--- config.mk ---
export PLATFORM = sky130hd
export DESIGN_NAME = bin_to_bcd_seq
export DESIGN_NICKNAME = d
export VERILOG_FILES = /design/src/rtl/bin_to_bcd_seq_pkg.sv /design/src/rtl/bin_to_bcd_seq_bcd_digit_adj.sv /design/src/rtl/bin_to_bcd_seq.sv
export SDC_FILE = /design/constraint.sdc
export NUM_CORES = 1
export LEC_CHECK = 0
export ABC_AREA = 1
export CAP_MARGIN = 20
export CORE_MARGIN = 2
export CORE_UTILIZATION = 46
export DETAILED_ROUTE_END_ITERATION = 7
export PLACE_DENSITY = 0.68
export SKIP_LAST_GASP = 1
export SLEW_MARGIN = 40
export SYNTH_ARGS = -nofsm -noshare
export SYNTH_HDL_FRONTEND = slang
export SYNTH_HIERARCHICAL = 1
export SYNTH_SLANG_ARGS = --single-unit
--- constraint.sdc ---
create_clock -name clk -period 2 [get_ports clk]
set_clock_uncertainty 0.05 [all_clocks]
set_input_delay 0.4 -clock clk [delete_from_list [all_inputs] [get_ports clk]]
set_output_delay 0.4 -clock clk [all_outputs]
set_load 0.1 [all_outputs]
--- src/rtl/bin_to_bcd_seq_pkg.sv ---
// Shared definitions for the sequential binary-to-BCD converter:
// FSM encoding, add-3 constants and a constant-sizing helper.
package bin_to_bcd_seq_pkg;

    typedef enum logic [1:0] {
        IDLE  = 2'd0,
        SHIFT = 2'd1,
        DONE  = 2'd2
    } state_e;

    localparam logic [3:0] BCD_ADJ_THRESH = 4'd5;
    localparam logic [3:0] BCD_ADJ_ADD    = 4'd3;

    function automatic int clog2(input int value);
        int r;
        int v;
        r = 0;
        v = value - 1;
        while (v > 0) begin
            r = r + 1;
            v = v >>> 1;
        end
        return (r < 1) ? 1 : r;
    endfunction

endpackage

--- src/rtl/bin_to_bcd_seq_bcd_digit_adj.sv ---
// One BCD nibble of the double-dabble pre-shift correction:
// nibbles of 5 or more get +3 so the following shift carries correctly.
module bcd_digit_adj
    import bin_to_bcd_seq_pkg::*;
(
    input  logic [3:0] in_nib,
    output logic [3:0] out_nib
);

    assign out_nib = (in_nib >= BCD_ADJ_THRESH) ? (in_nib + BCD_ADJ_ADD) : in_nib;

endmodule

--- src/rtl/bin_to_bcd_seq.sv ---
// Iterative double-dabble converter: one operand bit per SHIFT cycle,
// result and leading-zero flags registered on the last shift.
module bin_to_bcd_seq
    import bin_to_bcd_seq_pkg::*;
#(
    parameter int WIDTH  = 10,
    parameter int DIGITS = 4
) (
    input  logic                  clk,
    input  logic                  rst_n,
    input  logic                  start,
    input  logic [WIDTH-1:0]      bin_in,
    output logic                  busy,
    output logic                  done,
    output logic [4*DIGITS-1:0]   bcd_out,
    output logic [DIGITS-1:0]     lz_mask
);

    localparam int SW = 4 * DIGITS;
    localparam int CW = clog2(WIDTH);
    localparam logic [CW-1:0] CNT_LAST = CW'(WIDTH - 1);

    state_e            state_q, state_d;
    logic [WIDTH-1:0]  op_q, op_d;
    logic [SW-1:0]     scr_q, scr_d;
    logic [CW-1:0]     cnt_q, cnt_d;
    logic [SW-1:0]     bcd_q, bcd_d;
    logic [DIGITS-1:0] lz_q, lz_d;
    logic              busy_q, busy_d;
    logic              done_q, done_d;

    logic [SW-1:0]     scr_adj;
    logic [SW-1:0]     scr_shift;
    logic [WIDTH-1:0]  op_shift;
    logic [DIGITS-1:0] lz_calc;
    logic              lz_run;

    for (genvar g = 0; g < DIGITS; g++) begin : g_adj
        bcd_digit_adj u_adj (
            .in_nib  (scr_q[4*g +: 4]),
            .out_nib (scr_adj[4*g +: 4])
        );
    end

    // Operand MSB enters the scratch LSB as the pair shifts left.
    assign scr_shift = (scr_adj << 1) | SW'(op_q[WIDTH-1]);
    assign op_shift  = op_q << 1;

    // Digit 0 is never blanked so a zero result still shows "0".
    always_comb begin
        lz_run  = 1'b1;
        lz_calc = '0;
        for (int i = DIGITS - 1; i >= 1; i--) begin
            lz_run     = lz_run && (scr_shift[4*i +: 4] == 4'd0);
            lz_calc[i] = lz_run;
        end
    end

    always_comb begin
        state_d = state_q;
        op_d    = op_q;
        scr_d   = scr_q;
        cnt_d   = cnt_q;
        bcd_d   = bcd_q;
        lz_d    = lz_q;
        busy_d  = busy_q;
        done_d  = done_q;
        unique case (state_q)
            IDLE: begin
                done_d = 1'b0;
                if (start) begin
                    op_d    = bin_in;
                    scr_d   = '0;
                    cnt_d   = '0;
                    state_d = SHIFT;
                    busy_d  = 1'b1;
                end
            end
            SHIFT: begin
                scr_d = scr_shift;
                op_d  = op_shift;
                cnt_d = cnt_q + 1'b1;
                if (cnt_q == CNT_LAST) begin
                    bcd_d   = scr_shift;
                    lz_d    = lz_calc;
                    state_d = DONE;
                    busy_d  = 1'b0;
                    done_d  = 1'b1;
                end
            end
            DONE: begin
                state_d = IDLE;
                done_d  = 1'b0;
                busy_d  = 1'b0;
            end
            default: begin
                state_d = IDLE;
                busy_d  = 1'b0;
                done_d  = 1'b0;
            end
        endcase
    end

    always_ff @(posedge clk or negedge rst_n) begin
        if (!rst_n) begin
            state_q <= IDLE;
            op_q    <= '0;
            scr_q   <= '0;
            cnt_q   <= '0;
            bcd_q   <= '0;
            lz_q    <= '0;
            busy_q  <= 1'b0;
            done_q  <= 1'b0;
        end else begin
            state_q <= state_d;
            op_q    <= op_d;
            scr_q   <= scr_d;
            cnt_q   <= cnt_d;
            bcd_q   <= bcd_d;
            lz_q    <= lz_d;
            busy_q  <= busy_d;
            done_q  <= done_d;
        end
    end

    assign busy    = busy_q;
    assign done    = done_q;
    assign bcd_out = bcd_q;
    assign lz_mask = lz_q;

endmodule

==> metrics.yaml, run 1 <==
status: "complete, no violations"
cp-start-kind: "flop"
clock_latency_ns: 0.30
die_h_um: 81.3
ant_nets: 0
setup_viol: 0
grt_use_total: 0.170
firstDrtPassIters: 4
wl_um: 4990
worstPathRequired_ns: 2.20
worst_path_largest_cell_delay_ns: 0.41
final-hold-violation-count: 0
grt_pass1_wl_um: 8680
cts.sinks: 52
fin_crit_ns: 1.71
syn_avg_cell_area_um2: 8.66
cap_violations: 0
cts_tree: "built"
final_cells: 426
cp_common_cell: "nand2_1"
crit_buf_inv: 1
num_vias: 2105
worst_path_max_delay_cell: "dfrtp_1"
coreArea_mm2: 0.00585
post_cts_buffers: 0
antennaDiodeCount: 0
postCtsHoldBufs: 0
r2r_slack_ns: 0.29
drive_gt1_frac: 0.231
fillCellCount: 569
holdWs_ns: 0.00144
cp_cell_sequence: "inv_1, ha_1, nor2_4, nor2_4, nand2_1, o21ai_2, nor2_1, nand2_1, nor2_1, nand3_1, nand2_1"
clockRootBuffer: "clkbuf_8"
numPortBuffers: 33
hpwl_um: 3470
multi_input_comb_area_mm2: 0.00121
rsz0062_at_grt: "false"
clk_pin_slew_ns: 0.10
initial_utilization: 0.469
cts_made_buffers: 5
period_share: 0.857
die_area_mm2: 0.00660
wire_per_inst_um: 11.7
syn_nets: 340
pin_count: 35
timing.setup.tns_ns: 0
critical_path_class: "reg2reg"
syn2layout_area_growth_pct: 15.6
viasPerCell: 4.94
regArea_mm2: 0.00130
synth_area_mm2: 0.00275
grt_pass1_vias: 1903
die_w_um: 81.3
arrival_ns: 1.91
drv_slew: 0
fmax_ghz: 0.583
gp_congestion: 0.836
final_common_cell: "nand2_1"
endpoint_kind: "flop"
antenna_found_initial: 0
place_inst: 418
crit_fanout: 4
syn_inst: 317
drt_iter0_drc: 148
htree_levels: 2
crit_family: "simple AND/OR/NAND/NOR gates"
grt_max_degree: 53
final_cell_mix: "73 x nand2_1, 52 x dfrtp_1, 35 x nand3_1"
hp-class: "in2async"
route.detailed.drc: 0
cts.path.max_buffers: 2
cts.repair.resized: 0
final_nets: 373
yosys_warnings: 6
grt-ovfl-total: 0
num_rows: 28
==> area by class of cell <==
class                      instances  share of cell area
sequential                        52               0.410
multi-input combinational        214               0.380
timing repair buffer              37               0.103
inverter                          40              0.0481
tap                               75              0.0296
clock buffer                       6              0.0260
clock inverter                     2             0.00315
==> registers in the layout, indices dropped and copies added, names as in the netlist <==
signal,cells
bcd_out,16
cnt_q,4
done,1
lz_mask,3
op_q,10
scr_q,16
state_q,2
==> final timing paths <==
kind | to | start | depth (start not counted)
min in group clk | bcd_out[15] | bcd_out[15] | 2
worst min-delay path | op_q[4] | rst_n | 2
max in group asynchronous | bcd_out[3] | rst_n | 2
worst max register to register | lz_mask[1] | scr_q[12] | 11
worst min register to register | bcd_out[15] | bcd_out[15] | 2
worst max-delay path | lz_mask[1] | scr_q[12] | 11
==> stage by stage <==
step	instance area [um2]	util	worst slack [ns]
6_report	3170	0.543	0.286
2_1_floorplan	2750	-	0.248
4_1_cts	3170	0.543	0.268
3_3_place_gp	3080	0.527	0.347
3_5_place_dp	3080	0.527	0.313
5_1_grt	3170	0.543	0.0938
==> routing by layer <==
| layer | track usage | wire length, um | part of all wire |
|---|---|---|---|
| met1 | 0.235 | 2480 | 0.50 |
| met3 | 0.0400 | 240 | 0.048 |
| met2 | 0.261 | 2200 | 0.44 |
| met5 | 0 | 0 | 0 |
| met4 | 0.0576 | 68 | 0.014 |
Power of run 1 is left out: the tool's default activity adds up to more than one toggle a clock period on the data nets, which glitch-free logic cannot reach.
==> inputs of run 2 (changes only) <==
- GPL_TIMING_DRIVEN: unset -> 0
==> run 2 against run 1 <==
Cell count increased by 1.9%. Sequential cell count stayed put. Non-clock buffer count rose by 9. Critical endpoint unchanged. Register-to-register slack hardly changed. Wire length increased by 11%. Count of clock-buffer cells in the layout rose by 1. Hold slack better by 0.43 ns. Setup slack lost 0.0015 ns. Utilization increased by 0.26 points. Via count up 4.2%.
==> metrics.yaml, run 2 (same netlist as run 1, synthesis figures left out) <==
final_nets: 382  # +2.4%
die_h_um: 81.3  # unchanged
postCtsHoldBufs: 1  # +1
crit_fanout: 4  # unchanged
cts_made_buffers: 5  # unchanged
cts_tree: "built"
drive_gt1_frac: 0.242  # +0.0116
antennaDiodeCount: 0  # unchanged
ant_nets: 0  # unchanged
numPortBuffers: 33  # unchanged
grt_max_degree: 32  # -40%
final_cell_mix: "73 x nand2_1, 52 x dfrtp_1, 35 x nand3_1"
hp-class: "reg2reg"
fillCellCount: 561  # -1.4%
pin_count: 35  # unchanged
cts.path.max_buffers: 2  # unchanged
final-hold-violation-count: 0  # unchanged
gp_congestion: 0.780  # -6.6%
arrival_ns: 1.92  # about the same
drt_iter0_drc: 97  # -34%
viasPerCell: 5.06  # +2.3%
status: "complete, no violations"
syn2layout_area_growth_pct: 16.1
grt_pass1_vias: 2169  # +14%
die_area_mm2: 0.00660  # unchanged
clk_pin_slew_ns: 0.09  # about the same
post_cts_buffers: 0  # unchanged
setup_viol: 0  # unchanged
endpoint_kind: "flop"
wire_per_inst_um: 12.7  # +8.6%
setup_slack_ns: 0.284  # -0.00154 ns
drv_slew: 0  # unchanged
coreArea_mm2: 0.00585  # unchanged
worstPathRequired_ns: 2.20  # about the same
final_common_cell: "nand2_1"
clock_latency_ns: 0.31  # about the same
grt_use_total: 0.195  # +0.0258
period_share: 0.858  # about the same
cts.repair.resized: 0  # unchanged
place_ws_ns: 0.325  # +0.0129 ns
grt_pass1_wl_um: 9790  # +13%
num_vias: 2194  # +4.2%
cts.sinks: 52  # unchanged
fin_crit_ns: 1.72  # +0.00154 ns
antenna_found_initial: 0  # unchanged
regArea_mm2: 0.00130  # unchanged
cap_violations: 0  # unchanged
htree_levels: 2  # unchanged
grt-ovfl-total: 0  # unchanged
fmax_ghz: 0.583  # about the same
cp-start-kind: "flop"
multi_input_comb_area_mm2: 0.00121  # unchanged
firstDrtPassIters: 4  # unchanged
critical_path_class: "reg2reg"
route.detailed.drc: 0  # unchanged
num_rows: 28  # unchanged
clockRootBuffer: "clkbuf_8"
wl_um: 5520  # +11%
hpwl_um: 4070  # +17%
die_w_um: 81.3  # unchanged
rsz0062_at_grt: "false"
initial_utilization: 0.469  # unchanged
## run 2: final cells by class
class                   instances  share of cell area
well taps                      75              0.0294
inverters                      40              0.0479
flip-flops and latches         52               0.408
clock buffers                   7              0.0302
multi-input cells             214               0.378
repair buffers                 35              0.0792
plain buffers                  11              0.0271
## run 2: per-layer routing
layer	vias up	share of wire	GRT usage
met5	-	0	0
met4	0	0.013	0.0559
met3	5	0.038	0.0467
met2	37	0.47	0.311
met1	1057	0.48	0.266
li1	1095	-	-
## run 2: through the flow
stage          instances  utilization  hold slack (ns)  setup TNS (ns)  cell area (um2)
2_1_floorplan        317            -           0.0544               0             2750
3_3_place_gp         425        0.542            0.409          -58.72             3170
3_5_place_dp         426        0.527            0.265               0             3080
4_1_cts              434        0.545            0.433               0             3190
5_1_grt              434        0.545            0.458               0             3190
6_report             434        0.545            0.427               0             3190
## run 2: final timing paths
check	startpoint	end	slack, ns	depth (start not counted)
worst max-delay path	scr_q[12]	lz_mask[1]	0.28	11
worst min-delay path	bcd_out[15]	bcd_out[15]	0.43	2
worst max register to register	scr_q[12]	lz_mask[1]	0.28	11
worst min register to register	bcd_out[15]	bcd_out[15]	0.43	2
max in group asynchronous	rst_n	bcd_out[7]	0.98	3
min in group asynchronous	rst_n	op_q[3]	0.47	2
## run 2: critical path, cell delays in order (launching register included)
cell     delay [ns]
dfrtp_1        0.40
inv_1          0.07
ha_1           0.24
nor2_4         0.16
nor2_4         0.06
nand2_1        0.07
o21ai_2        0.06
nor2_1         0.10
nand2_1        0.12
nor2_1         0.16
nand3_1        0.09
nand2_1        0.07
Power of run 2 is left out for the same reason.
==> inputs of run 3 (changes only) <==
- ABC_AREA: 1 -> unset
- PLACE_DENSITY: 0.68 -> 0.69
==> run 3 against run 2 <==
Synthesized area decreased by 9.4%. Hold slack better by 0.024 ns. Wire length down 11%. Sequential cell count unchanged. Count of clock-buffer cells in the layout down 1. Via count down 18%. Critical path depth decreased by 3. Cell area shrank 3.6%. Die area fell by 9.0%. Cell count down 21%. First-iteration DRC count decreased by 31%. Global-route usage is 2.4 points lower.
==> metrics.yaml, run 3 <==
gp_congestion: 0.749  # -4.1%
cts_made_buffers: 5  # unchanged
antennaDiodeCount: 0  # unchanged
cp-start-kind: "flop"
drive_gt1_frac: 0.313  # +0.0702
final_util: 0.594  # +0.0490
hp-class: "reg2reg"
setup_slack_ns: 0.0326  # -0.252 ns
cts_tree: "built"
die_h_um: 77.5  # -4.6%
numPortBuffers: 33  # unchanged
critical_path_class: "reg2reg"
wire_per_inst_um: 14.4  # +13%
cts.path.max_buffers: 2  # unchanged
route.detailed.drc: 0  # unchanged
placed_cell_area_mm2: 0.00282  # -8.6%
final_nets: 294  # -23%
syn_inst: 221  # -30%
fin_crit_ns: 1.97  # +0.252 ns
regArea_mm2: 0.00130  # +0.19%
drv_slew: 0  # unchanged
crit_fanout: 4  # unchanged
syn_avg_cell_area_um2: 11.3  # +30%
grt_pass1_vias: 1707  # -21%
fillCellCount: 445  # -21%
place_ws_ns: -0.0834  # -0.409 ns
grt_pass1_wl_um: 8200  # -16%
die_w_um: 77.5  # -4.6%
arrival_ns: 2.11  # +0.19 ns
clock_latency_ns: 0.30  # about the same
initial_utilization: 0.481  # +0.0115
num_vias: 1793  # -18%
hpwl_um: 3370  # -17%
drt_iter0_drc: 67  # -31%
worstPathRequired_ns: 2.15  # -0.05 ns
rsz0062_at_grt: "true"
status: "complete, no violations"
htree_levels: 2  # unchanged
grt-ovfl-total: 0  # unchanged
final_common_cell: "dfrtp_1"
synth_area_mm2: 0.00249  # -9.4%
num_rows: 26  # -7.1%
final_area_mm2: 0.00307  # -3.6%
viasPerCell: 5.24  # +3.7%
final_cell_mix: "50 x dfrtp_1, 27 x nand2_1, 25 x buf_2"
clk_pin_slew_ns: 0.10  # about the same
grt_use_total: 0.171  # -0.0241
timing.setup.tns_ns: 0  # unchanged
yosys_warnings: 6  # unchanged
multi_input_comb_area_mm2: 0.00117  # -2.8%
cts.sinks: 52  # unchanged
clockRootBuffer: "clkbuf_8"
fmax_ghz: 0.508  # -13%
ant_nets: 0  # unchanged
grt_max_degree: 28  # -13%
syn2layout_area_growth_pct: 23.5
cap_violations: 0  # unchanged
coreArea_mm2: 0.00517  # -12%
wl_um: 4920  # -11%
antenna_found_initial: 0  # unchanged
firstDrtPassIters: 4  # unchanged
endpoint_kind: "flop"
final-hold-violation-count: 0  # unchanged
syn_nets: 244  # -28%
period_share: 0.984  # +0.126
die_area_mm2: 0.00601  # -9.0%
setup_viol: 0  # unchanged
pin_count: 35  # unchanged
## run 3: timing repair
item	CTS	global route
gates resized for setup	7	11
hold buffers	1	0
endpoints found under the hold margin	25	0
setup buffers	2	6
setup endpoints to repair	2	2
pin swaps	1	5
## run 3: cell type report
class | count | area share
plain buffers | 9 | 0.0187
clock buffers | 6 | 0.0269
clock inverters | 2 | 0.00489
inverters | 11 | 0.0134
multi-input cells | 149 | 0.382
flip-flops and latches | 52 | 0.424
well taps | 70 | 0.0285
repair buffers | 43 | 0.102
## run 3: final timing paths
kind | start | endpoint | slack (ns) | cells past startpoint
worst max-delay path | scr_q[8] | lz_mask[1] | 0.03 | 8
worst min-delay path | op_q[7] | op_q[7] | 0.45 | 2
worst max register to register | scr_q[8] | lz_mask[1] | 0.03 | 8
worst min register to register | op_q[7] | op_q[7] | 0.45 | 2
max in group asynchronous | rst_n | state_q[0] | 0.95 | 3
min in group asynchronous | rst_n | scr_q[7] | 0.49 | 2
## run 3: through the flow
step                instances  hold WS, ns
floorplan                 221       0.0544
global placement          324        0.415
detailed placement        325        0.281
CTS                       336        0.448
global route              342        0.480
finish                    342        0.451
## run 3: per-layer routing
| metal | track usage | vias to the layer above | wire (um) |
|---|---|---|---|
| li1 | - | 869 | - |
| met1 | 0.253 | 890 | 2390 |
| met2 | 0.257 | 32 | 2330 |
| met3 | 0.0267 | 2 | 176 |
| met4 | 0.0625 | 0 | 27 |
| met5 | 0 | - | 0 |
## run 3: critical path: stages (launching register included)
cell and delay, ns:
dfrtp_2 0.46, inv_1 0.11, ha_4 0.17, nand2b_4 0.07, a21oi_4 0.19, mux2i_2 0.30
nor4_2 0.08, and3_1 0.19, mux2_4 0.25
Power of run 3 is left out for the same reason.
